<file path="config.mk">
export PLATFORM = sky130hd
export DESIGN_NAME = soc_run_ctrl
export DESIGN_NICKNAME = d
export VERILOG_FILES = /design/src/rtl/soc_run_ctrl.sv
export SDC_FILE = /design/constraint.sdc
export NUM_CORES = 1
export LEC_CHECK = 0
export ABC_CLOCK_PERIOD_IN_PS = 1960
export BUFFER_PORTS_ARGS = -buffer_cell sky130_fd_sc_hd__buf_2
export CORE_UTILIZATION = 50
export CTS_CLUSTER_SIZE = 20
export DETAILED_ROUTE_END_ITERATION = 12
export PLACE_DENSITY_LB_ADDON = 0.1
export SETUP_SLACK_MARGIN = 0.05
export SLEW_MARGIN = 20
export SYNTH_ARGS = -nofsm -noshare
export SYNTH_HDL_FRONTEND = slang
export SYNTH_SLANG_ARGS = --single-unit
</file>
<file path="constraint.sdc">
create_clock -name clk -period 1.96 [get_ports clk]
set_input_delay 0 -clock clk [delete_from_list [all_inputs] [get_ports clk]]
set_output_delay 0 -clock clk [all_outputs]
set_load 0.005 [all_outputs]
</file>
<file path="src/rtl/soc_run_ctrl.sv">
// Reset-sequencing and run-control unit: hold all reset channels, release them staggered,
// count a run budget, then freeze the SoC. Optional watchdog enabled by SOC_RUN_WDOG_EN.
module soc_run_ctrl #(
    parameter int NUM_RST     = 3,
    parameter int HOLD_CYCLES = 4,
    parameter int STAGGER     = 2,
    parameter int RUN_CYCLES  = 200,
    parameter int CNT_W       = 16,
    parameter int WDOG_CYCLES = 32
) (
    input  logic               clk,
    input  logic               rst,
    input  logic               start,
    input  logic               pause,
    input  logic               abort,
    input  logic               kick,
    output logic [NUM_RST-1:0] rst_o,
    output logic [CNT_W-1:0]   run_cnt_o,
    output logic               running_o,
    output logic               done_o,
    output logic [2:0]         state_o
);

    typedef enum logic [2:0] {
        S_IDLE = 3'd0,
        S_HOLD = 3'd1,
        S_REL  = 3'd2,
        S_RUN  = 3'd3,
        S_DONE = 3'd4
    } state_t;

    localparam int HW = (HOLD_CYCLES > 1) ? $clog2(HOLD_CYCLES) : 1;
    localparam int SW = (STAGGER > 1) ? $clog2(STAGGER) : 1;
    localparam logic [HW-1:0]    HOLD_LAST = HW'(HOLD_CYCLES - 1);
    localparam logic [SW-1:0]    STAG_LAST = SW'((STAGGER > 0) ? STAGGER - 1 : 0);
    localparam logic [CNT_W-1:0] RUN_TGT   = CNT_W'(RUN_CYCLES);
    // With one channel or no stagger every channel drops on the edge leaving HOLD.
    localparam bit DIRECT = (NUM_RST == 1) || (STAGGER == 0);

    state_t             state;
    logic [HW-1:0]      hold_cnt;
    logic [SW-1:0]      stag_cnt;
    logic [NUM_RST-1:0] nxt;
    logic [CNT_W-1:0]   run_inc;
    logic               wdog_fire;

    assign run_inc = run_cnt_o + CNT_W'(1);
    assign state_o = state;

`ifdef SOC_RUN_WDOG_EN
    localparam int WW = $clog2(WDOG_CYCLES + 1);
    logic [WW-1:0] wdog_cnt;

    // Held at zero outside RUN, so it is always clear on RUN entry; pause does not stop it.
    always_ff @(posedge clk) begin
        if (!rst || state != S_RUN || kick)
            wdog_cnt <= '0;
        else
            wdog_cnt <= wdog_cnt + WW'(1);
    end

    assign wdog_fire = (state == S_RUN) && !kick && (wdog_cnt + WW'(1) == WW'(WDOG_CYCLES));
`else
    logic unused_wdog;
    assign unused_wdog = kick | (WDOG_CYCLES == 0);
    assign wdog_fire   = 1'b0;
`endif

    always_ff @(posedge clk) begin
        if (!rst || abort) begin
            state     <= S_IDLE;
            rst_o     <= '1;
            run_cnt_o <= '0;
            running_o <= 1'b0;
            done_o    <= 1'b0;
            hold_cnt  <= '0;
            stag_cnt  <= '0;
            nxt       <= '0;
        end else if (wdog_fire) begin
            // Watchdog reruns the reset sequence but keeps the run count.
            state     <= S_HOLD;
            rst_o     <= '1;
            running_o <= 1'b0;
            hold_cnt  <= '0;
        end else begin
            case (state)
                S_IDLE: begin
                    if (start) begin
                        state     <= S_HOLD;
                        hold_cnt  <= '0;
                        run_cnt_o <= '0;
                    end
                end
                S_HOLD: begin
                    if (hold_cnt == HOLD_LAST) begin
                        if (DIRECT) begin
                            rst_o     <= '0;
                            state     <= S_RUN;
                            running_o <= 1'b1;
                        end else begin
                            rst_o    <= ~NUM_RST'(1);
                            nxt      <= NUM_RST'(2);
                            stag_cnt <= '0;
                            state    <= S_REL;
                        end
                    end else begin
                        hold_cnt <= hold_cnt + HW'(1);
                    end
                end
                S_REL: begin
                    // nxt is a one-hot pointer to the next channel to drop.
                    if (stag_cnt == STAG_LAST) begin
                        stag_cnt <= '0;
                        rst_o    <= rst_o & ~nxt;
                        nxt      <= nxt << 1;
                        if (nxt[NUM_RST-1]) begin
                            state     <= S_RUN;
                            running_o <= 1'b1;
                        end
                    end else begin
                        stag_cnt <= stag_cnt + SW'(1);
                    end
                end
                S_RUN: begin
                    if (!pause) begin
                        run_cnt_o <= run_inc;
                        if ((RUN_CYCLES != 0) && (run_inc == RUN_TGT)) begin
                            state     <= S_DONE;
                            rst_o     <= '1;
                            running_o <= 1'b0;
                            done_o    <= 1'b1;
                        end
                    end
                end
                S_DONE: begin
                    if (start) begin
                        state     <= S_HOLD;
                        done_o    <= 1'b0;
                        hold_cnt  <= '0;
                        run_cnt_o <= '0;
                    end
                end
                default: begin
                    state <= S_IDLE;
                    rst_o <= '1;
                end
            endcase
        end
    end

endmodule

</file>
* After elaboration in Yosys (flattened, before gate mapping) *
Index checks and enable logic that the tools add are counted.
Widths: inputs -> output; s select.

cells by class
  $add $sub $neg = 3
  equality and inequality tests = 14
  mux-type cells = 32
  bitwise logic cells = 3
  reductions and logical operators = 17

operators with widths
  operator               number
  $mux 3                 11
  $mux 16                2
  $pmux 16 s2            1
  $pmux 3 s4             2
  $add 16x1->16 const B  1
  $eq 16x8->1 const B    1
  $ne 2x2->1 const B     7
  $reduce_and 5->1       2
  $reduce_bool 2->1      5
  $mux 1                 9
  $reduce_and 3->1       3
  $eq 3x2->1 const B     2
  $pmux 1 s2             3
  $pmux 3 s2             1
  $reduce_and 6->1       1
  $mux 2                 2
  $pmux 2 s2             1
  $reduce_and 4->1       1
  $and 3x3->3            1
  $eq 3x1->1 const B     1
  $eq 3x3->1 const B     1
  $logic_not 3->1        1
  $not 3->3              1
  $add 2x1->2 const B    1
  other kinds (8)        8

word-level totals
  register bits after elaboration = 30
  logic and storage cells = 77

* Longest topological paths before layout *
  depth in word-level cells = 5
  gate-level depth with buffers = 9
  gate-level depth less buffers = 8

* Worst setup path after synthesis *
OpenSTA, ideal clock, no wires.

  path type = register -> register
  start = reg run_cnt_o[0]
  end = reg state[1] (netlist: state_o[1])
  setup time = 0.116 ns
  data arrival time = 1.948 ns
  path slack = -0.104 ns
  stages on the path, launching flop included = 8
  buffers on the path = 0
  clock period less this slack = 2.064 ns
  cell sequence = dfxtp_1 -> ha_1 -> nand3_2 -> nor4_1 -> a31o_2 -> nand4_2 -> or2_4 -> a31o_1

on the way
  cells in the longest elaborated chain, start to end = 4

ends and longest elaborated chain
  what                        line  RTL
  from (decl)                 18    output logic [CNT_W-1:0] run_cnt_o,
  from (signal assigned)      126   run_cnt_o <= run_inc;
  $add 16x1->16               47    assign run_inc = run_cnt_o + CNT_W'(1);
  $eq 16x8->1                 127   if ((RUN_CYCLES != 0) && (run_inc == RUN_TGT)) begin
  $ne 2x2->1 (no line)        n/a
  $reduce_and 6->1 (no line)  n/a
  to (signal assigned)        128   state <= S_DONE;
  to (signal assigned)        137   state <= S_HOLD;
  to (signal assigned)        144   state <= S_IDLE;
  to (decl)                   40    state_t state;

No other way between the ends.
A chain may end at the register's enable or synchronous reset.

* Final worst setup path *
Ends and elaborated chain as after synthesis.

==> results.yml <==
logic_synthesis:
  synth-async-reset-ratio: 0
  ys_types: 47
  netlist_area_sq_um: 1690
  synth_nets: 229
  synth-seq-area-share: 0.344
  yosys-top-cells-area: "dfxtp_1, nor2_1, a21oi_1"
  syn_inst: 220
  ys_warn_count: 0
  netlist.area_leader.share: 0.344
  avgSynthCellArea_sq_um: 7.67
  ys_seq_elements: 29
  synth_top_area_cell: "dfxtp_1"
  synth-edff-count: 0
  ys_dominant_reg_cell: "dfxtp_1"
grt:
  grt_pass1_wl_microns: 8290
  grt_antenna_before_repair: 0
  overflow: 0
  track_usage: 0.312
  grt_max_degree: 15
  grt_pass1_vias: 1849
sta:
  setup_slack_ns: -0.00398
  rsz0062_at_grt: "yes"
  tightest_slew_ns: 0.676
  whs_ns: 0.0259
  fmax_ghz: 0.509
  drv_slew: 0
  clock_skew_ns: 0.0145
  finalHoldViolCount: 0
  min_period_over_period: 1.00
  finalSetupViolCount: 1
  min_period_ns: 1.96
  relSlewSlack: 0.550
clocking:
  clock_path_buffers: 2
  clock_latency_ns: 0.33
  cts_max_level: 2
  clockRootBuffer: "clkbuf_4"
  cts_buffers: 5
  clkSinkCount: 29
  cts_tree: "done"
  path_clk_slew_ns: 0.10
floorplan:
  start_util: 0.540
  die_x_microns: 60.1
  die_h_microns: 60.1
  rows: 20
  design.die.area_sq_um: 3610
  core_sq_um: 3130
  io_pins: 30
routing:
  wl_per_cell_microns: 15.6
  wl_microns: 5110
  avgViaCountPerCell: 6.08
  drc: 0
  drt_iter0_drc: 170
  firstDrtPassIters: 5
  vias: 1987
  drt.antenna.violating_nets: 0
placement:
  place_congestion: 0.919
  io_buffers: 28
  dpl.hpwl_microns: 3600
  placed_area_sq_um: 2120
  post-place-ws_ns: -0.107
pwr:
  powerDensity_nw_per_um2: 427
  leakagePower_uw: 0.000924
  ir_drop_v: 0.000364
worst_setup_path:
  start_kind: "flip-flop"
  arrival_ns: 2.20
  r2r_setup_slack_ns: -0.004
  cp-end-kind: "flip-flop"
  worstPathRequired_ns: 2.19
  critPathKind: "flip-flop to flip-flop"
  path_max_fanout: 5
min_path:
  min-delay-path-class: "input port to flip-flop"
outcome:
  violations: "setup timing"
  status: "finished, violations left"
final_layout:
  drive_above_1_share: 0.385
  final_area_sq_um: 2320
  fin_nets: 291
  diodes: 0
  areaGrowthSynthToFinish_pct: 37.7
job:
  drv_cap: 0
## layer usage
| layer | vias to the layer above | GRT usage | part of all wire |
|---|---|---|---|
| li1 | 940 | - | - |
| met1 | 944 | 0.371 | 0.42 |
| met2 | 95 | 0.509 | 0.49 |
| met3 | 8 | 0.106 | 0.079 |
| met4 | 0 | 0.126 | 0.012 |
| met5 | - | 0 | 0 |
## synth_stat cells, types with 2 or more instances
cell type,count
a21oi_1,21
o31ai_1,2
a31oi_1,7
nand3_1,10
nor2b_1,2
o21ai_0,14
a211oi_1,2
a21o_1,3
nand3_2,2
ha_1,3
dfxtp_1,29
a41oi_1,2
nand2b_1,2
nand2_1,25
a22oi_1,3
inv_1,5
a311oi_1,6
a31o_2,3
nand4b_1,2
nor2_1,30
nor4_1,5
buf_2,2
nor3_1,6
buf_4,3
clkbuf_1,9
## layout make-up
cell class,count,area (sq um)
Tap cell,44,55.1
Fill cell,236,805
Timing Repair Buffer,69,454
Clock buffer,6,41.3
Sequential cell,29,602
Multi-Input combinational cell,172,1140
Clock inverter,2,10.0
Inverter,5,18.8
## through the flow
step / utilization / instances / power, uW / setup TNS (ns)
after floorplan: - / 220 / 638 / 0
after global placement: 0.676 / 314 / 659 / -0.0186
after detailed placement: 0.676 / 314 / 662 / -0.234
after CTS: 0.713 / 324 / 1000 / -0.00541
after global routing: 0.743 / 327 / 1050 / -0.321
final: 0.743 / 327 / 993 / -0.00398
## where the power goes
group | total (uW) | switching [uW] | internal [uW] | leakage [uW]
combinational | 60.9 | 40.4 | 20.5 | 0.000652
clock | 346 | 210 | 136 | 0.0000320
sequential | 585 | 0.898 | 585 | 0.000240
## final timing paths
path | start | cells past startpoint | to
worst max-delay path | run_cnt_o[0]$_SDFFE_PP0P_ | 8 | state_o[1]$_SDFFE_PP0P_
worst min-delay path | start | 3 | done_o$_SDFFE_PP0P_
worst max register to register | run_cnt_o[0]$_SDFFE_PP0P_ | 8 | state_o[1]$_SDFFE_PP0P_
worst min register to register | rst_o[2]$_SDFFE_PP1P_ | 1 | rst_o[2]$_SDFFE_PP1P_
## cell families (layout without fill, tap and decap cells)
family	count (synthesis)	after routing	synth area share
AO/OA/AOI/OAI	70	70	0.267
XOR/XNOR	1	1	0.00519
adder cells (fa/ha/maj)	3	3	0.0222
buffers and inverters	19	82	0.0504
flip-flops	29	29	0.344
multiplexers	1	1	0.00593
AND/OR/NAND/NOR	97	97	0.305
## critical path: stages (launching register included)
cell and delay (ns):
dfxtp_4 0.39, buf_4 0.14, nand4_4 0.11, nor4_4 0.30, nand3_2 0.14, o31ai_4 0.11
nand4_4 0.16, or2_4 0.29, a31o_1 0.23
## flip-flops by register name, indices dropped and copies added (netlist names)
signal / cells
done_o: 1
hold_cnt: 2
nxt: 2
rst_o: 3
run_cnt_o: 16
running_o: 1
stag_cnt: 1
state_o: 3
## repair_timing
item,4_1_cts,5_1_grt
hold endpoints to repair,1,0
pin swaps,2,4
hold buffers,1,0
gates resized for setup,11,17
setup endpoints to repair,6,17
buffers inserted,1,3
cloned,0,0
## cells in the final DEF (no fill, tap or decap), drive strengths merged, types with 4 or more instances in the layout
cell	instances
buf	68
nor2	30
dfxtp	29
nand2	25
a21oi	21
o21ai	14
nand3	12
a31oi	7
a311oi	6
clkbuf	6
nor4	6
nor3	6
inv	5
a31o	4
Power figures use the tool's default switching activity.
